### config.mk
export PLATFORM = sky130hd
export DESIGN_NAME = mmio_port_controller
export DESIGN_NICKNAME = d
export VERILOG_FILES = /design/src/rtl/mmio_port_controller.sv
export SDC_FILE = /design/constraint.sdc
export NUM_CORES = 1
export LEC_CHECK = 0
export ABC_AREA = 1
export ABC_CLOCK_PERIOD_IN_PS = 4070
export CORE_MARGIN = 2
export CORE_UTILIZATION = 44
export DETAILED_ROUTE_END_ITERATION = 8
export GPL_TIMING_DRIVEN = 0
export MAX_ROUTING_LAYER = met4
export PLACE_DENSITY = 0.95
export SETUP_SLACK_MARGIN = 0.15
export SYNTH_ARGS = -nofsm -noshare
export SYNTH_HDL_FRONTEND = slang
export SYNTH_SLANG_ARGS = --single-unit
export TNS_END_PERCENT = 5
### constraint.sdc
create_clock -name clk -period 4.07 [get_ports clk]
set_clock_uncertainty 0.1 [all_clocks]
set_input_delay 1.221 -clock clk [delete_from_list [all_inputs] [get_ports clk]]
set_output_delay 1.221 -clock clk [all_outputs]
set_load 0.005 [all_outputs]
### src/rtl/mmio_port_controller.sv
// rtl/mmio_port_controller.sv - MMIO responder for an 8-bit input port and a 32-bit handshaked output port
module mmio_port_controller #(
  parameter logic [31:0] BASE_ADDRESS = 32'h1001_0000,
  parameter int          IN_WIDTH     = 8
) (
  input  logic                clk,
  input  logic                reset,
  input  logic [31:0]         Address,
  input  logic [31:0]         WriteData,
  input  logic                MemWrite,
  input  logic                MemRead,
  output logic [31:0]         ReadData,
  input  logic [IN_WIDTH-1:0] PortIn,
  output logic [31:0]         PortOut,
  output logic                PortOutValid,
  input  logic                PortOutAck
);

  typedef enum logic [1:0] {IDLE, REQ, RELEASE} state_t;

  state_t              state, next_state;
  logic [IN_WIDTH-1:0] sync1, sync2, in_prev;
  logic                in_changed, overrun;
  logic                ack1, ack_s;
  logic                hit, busy;
  logic [1:0]          sel;
  logic                store_out, store_status, load_in;
  logic                load_port, set_changed, clr_changed, set_overrun, clr_overrun;

  assign hit          = (Address[31:4] == BASE_ADDRESS[31:4]);
  assign sel          = Address[3:2];
  assign busy         = (state != IDLE);
  assign store_out    = hit & MemWrite & (sel == 2'd0);
  assign store_status = hit & MemWrite & (sel == 2'd1);
  assign load_in      = hit & MemRead  & (sel == 2'd2);

  assign set_changed  = (sync2 != in_prev);
  assign clr_changed  = load_in | (store_status & WriteData[1]);
  // A store that finds the port busy is dropped and only recorded as an overrun.
  assign set_overrun  = store_out & busy;
  assign clr_overrun  = store_status & WriteData[2];

  always_comb begin
    ReadData = 32'h0;
    if (hit) begin
      case (sel)
        2'd0:    ReadData = PortOut;
        2'd1:    ReadData = {29'b0, overrun, in_changed, busy};
        2'd2:    ReadData = {{(32-IN_WIDTH){1'b0}}, sync2};
        default: ReadData = 32'h0;
      endcase
    end
  end

  always_comb begin
    next_state   = state;
    load_port    = 1'b0;
    PortOutValid = 1'b0;
    case (state)
      IDLE: begin
        if (store_out) begin
          next_state = REQ;
          load_port  = 1'b1;
        end
      end
      REQ: begin
        PortOutValid = 1'b1;
        if (ack_s) next_state = RELEASE;
      end
      RELEASE: begin
        if (!ack_s) next_state = IDLE;
      end
      default: next_state = IDLE;
    endcase
  end

  always_ff @(posedge clk or posedge reset) begin
    if (reset) begin
      state      <= IDLE;
      PortOut    <= 32'h0;
      sync1      <= '0;
      sync2      <= '0;
      in_prev    <= '0;
      in_changed <= 1'b0;
      overrun    <= 1'b0;
      ack1       <= 1'b0;
      ack_s      <= 1'b0;
    end else begin
      state   <= next_state;
      sync1   <= PortIn;
      sync2   <= sync1;
      in_prev <= sync2;
      ack1    <= PortOutAck;
      ack_s   <= ack1;
      if (load_port) PortOut <= WriteData;
      // Sets take priority over clears for both sticky flags.
      if (set_changed)      in_changed <= 1'b1;
      else if (clr_changed) in_changed <= 1'b0;
      if (set_overrun)      overrun <= 1'b1;
      else if (clr_overrun) overrun <= 1'b0;
    end
  end

endmodule
==> results of run 1 <==
[cell usage in the layout (no fill, tap or decap), types with 2 or more instances in the layout]
master,count
buf_4,59
buf_8,4
clkdlybuf4s15_2,2
clkinvlp_4,2
inv_1,22
dfrtp_1,62
clkdlybuf4s50_1,80
xnor2_1,4
buf_2,20
a31oi_2,3
clkbuf_2,3
a21oi_2,3
nand2_2,17
nor2_1,36
clkbuf_8,13
a21oi_1,3
clkdlybuf4s15_1,9
dlygate4sd2_1,31
nand3_1,3
nand4_1,36
or2_2,3
nand2_1,115
nor2_4,6
buf_6,15
inv_2,5
nor2_2,8
[power by group]
| part | switching, uW | total [uW] | internal (uW) |
|---|---|---|---|
| Combinational | 68.6 | 167 | 98.0 |
| Sequential | 7.39 | 636 | 629 |
| Clock | 242 | 541 | 299 |
[kinds of logic (layout without fill, tap and decap cells)]
group / count (synthesis) / count (layout) / synth area share [%]
xor gates and xnor gates: 4 / 4 / 1.19
AOI/OAI and AO/OA: 12 / 12 / 2.42
buffers and inverters: 46 / 271 / 8.24
and+or+nand+nor: 229 / 230 / 35.5
DFF: 62 / 62 / 52.7
[state kept, by name, summed over array words and instances (netlist names)]
signal and count:
ack_s 1, overrun 1, state 2, ack1 1
sync2 8, in_prev 8, sync1 8, in_changed 1
PortOut 32
[how the worst max path moves through the flow]
stage / startpoint / to / cells past startpoint
3_3_place_gp: Address[16] / ReadData[2] / 9
3_5_place_dp: Address[15] / ReadData[19] / 10
5_1_grt: Address[18] / ReadData[0] / 10
6_report: Address[18] / ReadData[0] / 10
4_1_cts: Address[28] / ReadData[2] / 8
2_1_floorplan: Address[15] / ReadData[2] / 8
[cell type report]
class | count | share of cell area (%)
Clock inverter | 5 | 1.11
Sequential cell | 62 | 29.4
Timing Repair Buffer | 209 | 35.2
Clock buffer | 11 | 2.68
Tap cell | 77 | 1.82
Buffer | 19 | 3.72
Multi-Input combinational cell | 246 | 24.1
Inverter | 27 | 1.92
[routing by layer]
| layer | vias to the layer above | GRT usage (%) | part of all wire, % |
|---|---|---|---|
| li1 | 1570 | - | - |
| met1 | 1640 | 33.9 | 38 |
| met2 | 181 | 49.6 | 51 |
| met3 | 24 | 6.93 | 8.5 |
| met4 | 0 | 10.5 | 2.2 |
| met5 | - | - | 0 |
[through the flow]
stage                     cell area [um2]  power [uW]  hold slack (ns)  setup slack, ns
after global routing                 5280        1390            0.260          -0.0404
final                                5280        1340            0.250          -0.0325
after global placement               4430         769            0.231           -0.383
after floorplan                      2950         686            0.231            0.729
after detailed placement             4450         777            0.235           -0.452
after CTS                            5160        1340            0.251            0.145
[what timing repair did]
action / CTS / global route
resized for setup: 141 / 46
setup endpoints to repair: 32 / 65
pin swaps: 21 / 21
setup buffers: 63 / 1
cloned: 2 / 4
==> metrics.csv, run 1 <==
stage,metric,value,unit
status,status,"complete, but fails checks",
status,violated checks,"DRC, setup timing",
timing,Final period util,101,%
worst_hold_path,HP Start,ack1,
yosys,yosys warns,0,
place,IO Port Bufs,139,
clock_network,clock buffer depth,2,
yosys,Syn Nets,430,
final_layout,fin nets,651,
worst_setup_path,FF-to-FF setup slack,2.51,ns
yosys,syn_area_per_cell,8.34,um2
global_routing,Global Route Usage Sum,29.2,%
worst_setup_path,Worst Path Required,2.75,ns
drt,remaining antenna violation count,0,
yosys,synthesized area,2950,um2
final_layout,Syn-to-layout area delta,79.4,%
drt,initial drt markers,272,
final_layout,Multi-input gate area,1270,um2
die,Die ar.,7360,um2
final_layout,Fill cells,387,
drt,WL final,11.0,mm
die,Chip Width,85.8,um
die,# rows,29,
clock_network,TritonCTS buffer count,9,
clock_network,Post-CTS Hold Buffers,0,
final_layout,non-filler instance count after layout,656,
worst_setup_path,r2r startpoint,state[0],
worst_setup_path,critical path capture point type,output port,
yosys,Synth area leader,dfrtp_1,
die,Die Y,85.8,um
yosys,number of synthesized register bits,62,
clock_network,H-Tree Depth,3,
worst_hold_path,hold endpoint,ack_s,
die,initial core utilization,45.9,%
yosys,ys flop type,dfrtp_1,
worst_setup_path,Crit Path Max Fanout,5,
global_routing,antenna violations before repair,0,
timing,Final Hold Viols,0,
timing,slew margin rel.,67.0,%
drt,Vias/cell,5.21,
worst_hold_path,Hold WC Path Type,flip-flop to flip-flop,
clock_network,TritonCTS clock tree,yes,
worst_setup_path,"delay-heaviest family, CP",buffers and inverters,
clock_network,Root Buffer,clkbuf_8,
power_and_ir_drop,Power Dens Cells,255,nW/um2
worst_setup_path,CP Class,input pin to output port,
final_layout,share of cells above drive strength 1,29.9,%
drt,vias,3415,
global_routing,first-pass GRT wire length,16.0,mm
timing,post-route worst setup slack,-0.0325,ns
job,total of max-cap violations,0,
worst_setup_path,"slowest stage cell, crit path",dlygate4sd2_1,
final_layout,fin util,82.3,%
timing,max frequency,0.244,GHz
worst_setup_path,CP Data Arrival Time,2.78,ns
power_and_ir_drop,Max IR drop VDD,0.266,mV
die,Ports,142,
worst_setup_path,worst path bufs/invs,4,
clock_network,clk_lat worst skew,0.33,ns
final_layout,Ant. Diodes,0,
power_and_ir_drop,Static Leak,0.00258,uW
yosys,main area contributors after synthesis,"dfrtp_1 (53%), nand2_1 (17%), nand4_1 (7.6%)",
place,DP Wirelength,6.32,mm
worst_setup_path,startpoint class of the critical path,input pin,
worst_setup_path,Critical R2R Capture,PortOut[21],
yosys,sequential-to-total area share from yosys stat,52.7,%
yosys,"FFs w/ async S/R, synth",100,%
die,placeable core area,6420,um2
timing,Final min period,4.10,ns
global_routing,number of global-route vias before repair,3299,
drt,Routed WL per cell,16.8,um
yosys,post-synth top area share,52.7,%
timing,# setup viols final,6,
yosys,most frequent cell after synthesis,nand2_1,
worst_setup_path,delay of the slowest critical-path stage,0.26,ns
drt,Residual DRC,12,
yosys,"EDFF count, synth",0,
final_layout,FF/Latch Area,1550,um2
clock_network,Clock transition at path regs,0.07,ns
yosys,Post-synth top cells,"nand2_1 (131), dfrtp_1 (62), nor2_1 (43)",
timing,Total Neg Setup Slack,-0.0920,ns
timing,RSZ-0062 raised after global routing,true,
worst_hold_path,Hold Crit Depth,0,
place,placed cell count,570,
worst_setup_path,"Cell Chain, Critical Path","dlygate4sd2_1, inv_1, nand2_1, nor2_1, nand2_2, nor2_4, nand2_8, buf_4, a31oi_2, clkdlybuf4s15_1",
yosys,Netlist cell types,26,
drt,Initial DRT Pass Iterations,8,
place,GPL Wtd Cong,0.801,
clock_network,CTS Sinks,62,
yosys,Post-Synthesis Cells,353,
timing,worst-margin pin slew,0.494,ns
worst_setup_path,reg2reg path depth,5,
timing,"Slew Viols, Final",0,
global_routing,largest net degree at the start of global routing,40,
global_routing,GRT overflow,0,
(Power assumes the default switching activity.)
==> run 2: changes to the inputs <==
Settings changed: ABC_CLOCK_PERIOD_IN_PS 4070 to 4200, CORE_UTILIZATION 44 to 41, CTS_CLUSTER_SIZE set to 25, MAX_ROUTING_LAYER met4 to unset, PLACE_DENSITY 0.95 to 0.9.
Clock period 4.07 ns to 4.2 ns, I/O delays scaled along.
==> run 2 against run 1 <==
  * The flow now finishes without violations
  * Die area rose by 7.0%
  * Critical endpoint is now ReadData[9]
  * Highest routed layer unchanged
  * Global-route usage fell by 6.1 points
  * Combinational power fell by 24%
  * Routed wire length fell by 15%
  * Clock power rose by 11%
  * Clock-buffer cell count fell by 1
  * Sequential share of layout area rose by 2.4 points
  * Cell count fell by 6.3%
==> metrics.csv, run 2 (synthesis gave the netlist of run 1 again) <==
stage,metric,value,unit,change
timing,post-route worst setup slack,0.198,ns,+0.231 ns
timing,max frequency,0.250,GHz,
worst_setup_path,CP Data Arrival Time,2.64,ns,-0.14 ns
timing,slew margin rel.,56.1,%,-11 points
timing,worst-margin pin slew,0.657,ns,+0.163 ns
global_routing,GRT overflow,0,,unchanged
worst_setup_path,"delay-heaviest family, CP",buffers and inverters,,
drt,Routed WL per cell,15.2,um,-9.8%
place,DP Wirelength,6.41,mm,+1.4%
place,GPL Wtd Cong,0.838,,+4.6%
drt,initial drt markers,166,,-39%
timing,Final Hold Viols,0,,unchanged
die,placeable core area,6870,um2,+7.0%
final_layout,Fill cells,522,,+35%
final_layout,fin nets,591,,-9.2%
power_and_ir_drop,Static Leak,0.00249,uW,-3.4%
timing,Final period util,95.3,%,
worst_setup_path,Crit Path Max Fanout,10,,+5
die,Die Y,88.8,um,+3.4%
power_and_ir_drop,Power Dens Cells,275,nW/um2,+8.2%
clock_network,TritonCTS buffer count,9,,unchanged
global_routing,number of global-route vias before repair,2981,,-9.6%
power_and_ir_drop,Max IR drop VDD,0.181,mV,-32%
clock_network,Clock transition at path regs,0.07,ns,about the same
final_layout,"commonest non-fill, non-tap cell in the layout",nand2_1,,
global_routing,largest net degree at the start of global routing,33,,-18%
drt,vias,3006,,-12%
final_layout,largest reg by FF count,PortOut,,
final_layout,share of cells above drive strength 1,21.6,%,-8.3 points
clock_network,Root Buffer,clkbuf_8,,
final_layout,Syn-to-layout area delta,65.6,%,
die,Chip Width,88.8,um,+3.4%
place,pre-CTS setup slack,-0.331,ns,+0.121 ns
global_routing,first-pass GRT wire length,13.8,mm,-14%
final_layout,"Design Area, Final",4880,um2,-7.7%
worst_setup_path,"Cell Chain, Critical Path","clkdlybuf4s50_1, nor2_4, buf_6, buf_4, nand2_1, nor2_1, clkdlybuf4s15_1",,
place,IO Port Bufs,139,,unchanged
worst_setup_path,worst path bufs/invs,4,,unchanged
drt,remaining antenna violation count,0,,unchanged
clock_network,TritonCTS clock tree,yes,,
die,# rows,30,,+3.4%
worst_setup_path,"slowest stage cell, crit path",clkdlybuf4s50_1,,
status,status,completed,,
final_layout,Largest register FFs,32,,unchanged
drt,Residual DRC,0,,-12
drt,Initial DRT Pass Iterations,4,,-4
clock_network,clock buffer depth,2,,unchanged
die,Die ar.,7880,um2,+7.0%
place,DP Area,4480,um2,+0.53%
worst_hold_path,Hold WC Path Type,flip-flop to flip-flop,,
timing,"Slew Viols, Final",0,,unchanged
worst_setup_path,startpoint class of the critical path,input pin,,
drt,Vias/cell,4.89,,-6.1%
global_routing,Global Route Usage Sum,23.2,%,-6.1 points
worst_setup_path,Worst Path Required,2.84,ns,+0.09 ns
worst_setup_path,delay of the slowest critical-path stage,0.47,ns,+0.21 ns
timing,RSZ-0062 raised after global routing,true,,
final_layout,FF/Latch Area,1550,um2,unchanged
die,initial core utilization,42.9,%,-3.0 points
global_routing,antenna violations before repair,0,,unchanged
job,total of max-cap violations,0,,unchanged
clock_network,H-Tree Depth,3,,unchanged
timing,# setup viols final,0,,-6
timing,Total Neg Setup Slack,0,ns,+0.0920 ns
clock_network,CTS Sinks,62,,unchanged
worst_setup_path,critical path capture point type,output port,,
final_layout,most frequent cells in the layout,"nand2_1 (128), clkdlybuf4s50_1 (81), dfrtp_1 (62), nand4_1 (36), nor2_1 (34)",,
drt,WL final,9.32,mm,-15%
clock_network,clk_lat worst skew,0.34,ns,about the same
die,Ports,142,,unchanged
timing,Hold WS,0.249,ns,-0.00141 ns
final_layout,Ant. Diodes,0,,unchanged
timing,Final min period,4.00,ns,
worst_setup_path,CP Class,input pin to output port,,
final_layout,Multi-input gate area,1240,um2,-2.6%
[run 2: path summary, 6_finish.rpt]
path / from / endpoint / slack (ns) / cells after the start
max: Address[3] / ReadData[9] / 0.20 / 7
min: sync1[3] / sync2[3] / 0.25 / 0
max reg2reg: state[1] / PortOut[3] / 2.69 / 5
min reg2reg: sync1[3] / sync2[3] / 0.25 / 0
max in group asynchronous: reset / PortOut[30] / 2.16 / 3
min in group asynchronous: reset / sync2[4] / 1.24 / 2
[run 2: repair_timing]
| action | in CTS | in global routing |
|---|---|---|
| buffers inserted | 4 | 4 |
| gates resized for setup | 119 | 71 |
| pin swaps | 4 | 21 |
| setup endpoints to repair | 32 | 32 |
| hold buffers | 0 | 0 |
| cloned | 2 | 0 |
[run 2: worst register-to-register path, cell delays in order (launching register included)]
cell and delay, ns:
dfrtp_1 0.43, nor2_2 0.33, nand4_4 0.22, buf_6 0.20, nand2_1 0.07, nand2_1 0.06
[run 2: cell type report]
class                   instances  share of cell area [%]
clock inverters                 6                    1.92
plain buffers                  19                    4.08
inverters                      27                    2.08
repair buffers                150                    29.3
clock buffers                  10                    2.82
flip-flops and latches         62                    31.8
multi-input cells             245                    25.5
well taps                      96                    2.46
[run 2: through the flow]
stage,total power [uW],cells,util (%)
after floorplan,665,353,-
after global placement,746,588,64.9
after detailed placement,753,589,65.2
after CTS,1350,611,70.7
after global routing,1400,615,71.0
final,1340,615,71.0
[run 2: routing by layer]
layer	vias to the layer above	track usage, %	routed length, um
met4	0	7.58	104
met5	-	0	0
met3	12	5.60	668
li1	1442	-	-
met1	1442	27.5	3680
met2	110	41.1	4870
[run 2: power by group]
group | internal (uW) | switching [uW] | leakage (uW) | total (uW)
Sequential | 609 | 6.91 | 0.000801 | 616
Combinational | 73.5 | 53.3 | 0.00158 | 127
Clock | 354 | 246 | 0.000113 | 600
Total | 1040 | 306 | 0.00249 | 1340
==> run 3: changes to the inputs <==
Settings changed: RECOVER_POWER set to 25.
==> run 3 against run 2 <==
  * Global-route usage unchanged
  * Utilization about the same
  * Sequential power about the same
  * Sequential share of layout area is essentially flat
  * Critical endpoint unchanged
  * Cell count stayed put
  * Critical path type unchanged
  * Design area barely moved
  * Routed wire length barely moved
  * Maximum frequency increased by 0.30%
  * Non-clock buffer count did not move
  * Largest cell class unchanged
  * Power barely moved
  * First-iteration DRC count down 7.2%
==> metrics.csv, run 3 (synthesis gave the netlist of run 1 again) <==
stage,metric,value,unit,change
status,status,completed,,
global_routing,GRT overflow,0,,unchanged
worst_setup_path,CP startpoint,Address[3],,
timing,Total Neg Setup Slack,0,ns,unchanged
drt,remaining antenna violation count,0,,unchanged
final_layout,"Design Area, Final",4870,um2,about the same
worst_setup_path,critical path capture point type,output port,,
global_routing,number of global-route vias before repair,2981,,unchanged
die,Chip Width,88.8,um,unchanged
final_layout,Multi-input gate area,1240,um2,-0.20%
final_layout,Syn-to-layout area delta,65.5,%,about the same
drt,Initial DRT Pass Iterations,4,,unchanged
place,IO Port Bufs,139,,unchanged
power_and_ir_drop,Power Dens Cells,275,nW/um2,about the same
final_layout,Largest register FFs,32,,unchanged
clock_network,H-Tree Depth,3,,unchanged
drt,Residual DRC,0,,unchanged
final_layout,Fill cells,523,,+0.19%
timing,Final Hold Viols,0,,unchanged
final_layout,fin nets,591,,unchanged
power_and_ir_drop,Max IR drop VDD,0.181,mV,-0.31%
worst_setup_path,CP Class,input pin to output port,,
timing,"Slew Viols, Final",0,,unchanged
final_layout,largest reg by FF count,PortOut,,
timing,post-route worst setup slack,0.210,ns,+0.0118 ns
clock_network,Root Buffer,clkbuf_8,,
clock_network,clock buffer depth,2,,unchanged
final_layout,share of cells above drive strength 1,21.2,%,-0.39 points
clock_network,Post-CTS Hold Buffers,0,,unchanged
clock_network,TritonCTS buffer count,9,,unchanged
place,DP Area,4480,um2,unchanged
clock_network,CTS Sinks,62,,unchanged
drt,Routed WL per cell,15.1,um,about the same
worst_setup_path,Worst Path Required,2.84,ns,about the same
timing,Hold WS,0.248,ns,-0.000347 ns
timing,Final min period,3.99,ns,-0.0118 ns
power_and_ir_drop,Static Leak,0.00249,uW,+0.11%
worst_hold_path,HP Start,sync1[7],,
die,# rows,30,,unchanged
timing,# setup viols final,0,,unchanged
global_routing,Global Route Usage Sum,23.2,%,unchanged
timing,RSZ-0062 raised after global routing,true,,
place,GPL Wtd Cong,0.838,,unchanged
clock_network,clk_lat worst skew,0.34,ns,about the same
timing,slew margin rel.,19.4,%,-37 points
place,pre-CTS setup slack,-0.331,ns,unchanged
place,DP Wirelength,6.41,mm,unchanged
clock_network,TritonCTS clock tree,yes,,
timing,Final period util,95.0,%,-0.28 points
die,Die Y,88.8,um,unchanged
clock_network,Clock transition at path regs,0.08,ns,about the same
drt,Vias/cell,4.88,,-0.20%
job,total of max-cap violations,0,,unchanged
global_routing,antenna violations before repair,0,,unchanged
drt,initial drt markers,154,,-7.2%
die,Ports,142,,unchanged
die,initial core utilization,42.9,%,unchanged
worst_setup_path,Crit Path Max Fanout,10,,unchanged
drt,WL final,9.32,mm,about the same
timing,worst-margin pin slew,1.21,ns,+0.550 ns
die,placeable core area,6870,um2,unchanged
final_layout,FF/Latch Area,1550,um2,unchanged
die,Die ar.,7880,um2,unchanged
worst_setup_path,CP Data Arrival Time,2.63,ns,about the same
timing,max frequency,0.251,GHz,+0.30%
drt,vias,3000,,-0.20%
global_routing,largest net degree at the start of global routing,33,,unchanged
global_routing,first-pass GRT wire length,13.8,mm,unchanged
final_layout,"commonest non-fill, non-tap cell in the layout",nand2_1,,
final_layout,Ant. Diodes,0,,unchanged
final_layout,most frequent cells in the layout,"nand2_1 (128), clkdlybuf4s50_1 (71), dfrtp_1 (62), nand4_1 (36), nor2_1 (35)",,
worst_setup_path,r2r startpoint,state[1],,
worst_hold_path,Hold WC Path Type,flip-flop to flip-flop,,
worst_setup_path,startpoint class of the critical path,input pin,,
==> run 3: routing by layer <==
metal  track usage, %  part of all wire, %
met1             27.5                   39
met2             41.1                   52
met3             5.60                  7.4
met4             7.58                  1.2
met5                0                    0
==> run 3: repair_timing <==
item	in CTS	in global routing
setup endpoints to repair	32	32
gates cloned	2	0
gates resized for setup	119	71
pin swaps	4	21
hold endpoints to repair	0	0
buffers inserted	4	4
==> run 3: worst max-delay path, stage by stage <==
cell and delay (ns):
clkdlybuf4s50_1 0.47, nor2_4 0.16, buf_6 0.17, buf_4 0.19, nand2_1 0.06, nor2_1 0.10, clkdlybuf4s15_1 0.21
==> run 3: final cells by class <==
cell class                 count  share of cell area (%)
buffer                        19                    4.08
clock buffer                  10                    2.82
clock inverter                 6                    1.93
inverter                      27                    2.08
multi-input combinational    245                    25.4
sequential                    62                    31.8
tap                           96                    2.46
timing repair buffer         150                    29.4
==> run 3: stage by stage <==
step | power (uW) | utilization (%) | std cells
6_report | 1340 | 71.0 | 615
2_1_floorplan | 665 | - | 353
5_1_grt | 1390 | 71.0 | 615
3_5_place_dp | 753 | 65.2 | 589
3_3_place_gp | 746 | 64.9 | 588
4_1_cts | 1350 | 70.7 | 611
==> run 3: worst paths after layout <==
kind	endpoint	slack (ns)	depth (start not counted)
worst max-delay path	ReadData[9]	0.21	7
worst min-delay path	sync2[7]	0.25	0
worst max register to register	PortOut[3]	2.50	5
worst min register to register	sync2[7]	0.25	0
max in group asynchronous	PortOut[30]	1.65	3
min in group asynchronous	sync1[4]	1.58	2
==> run 3: power by group <==
part	switching (uW)	internal, uW	leakage (uW)	total [uW]
Sequential	6.90	609	0.000801	616
Combinational	53.0	71.7	0.00158	125
Clock	247	354	0.000113	601
Total	307	1040	0.00249	1340
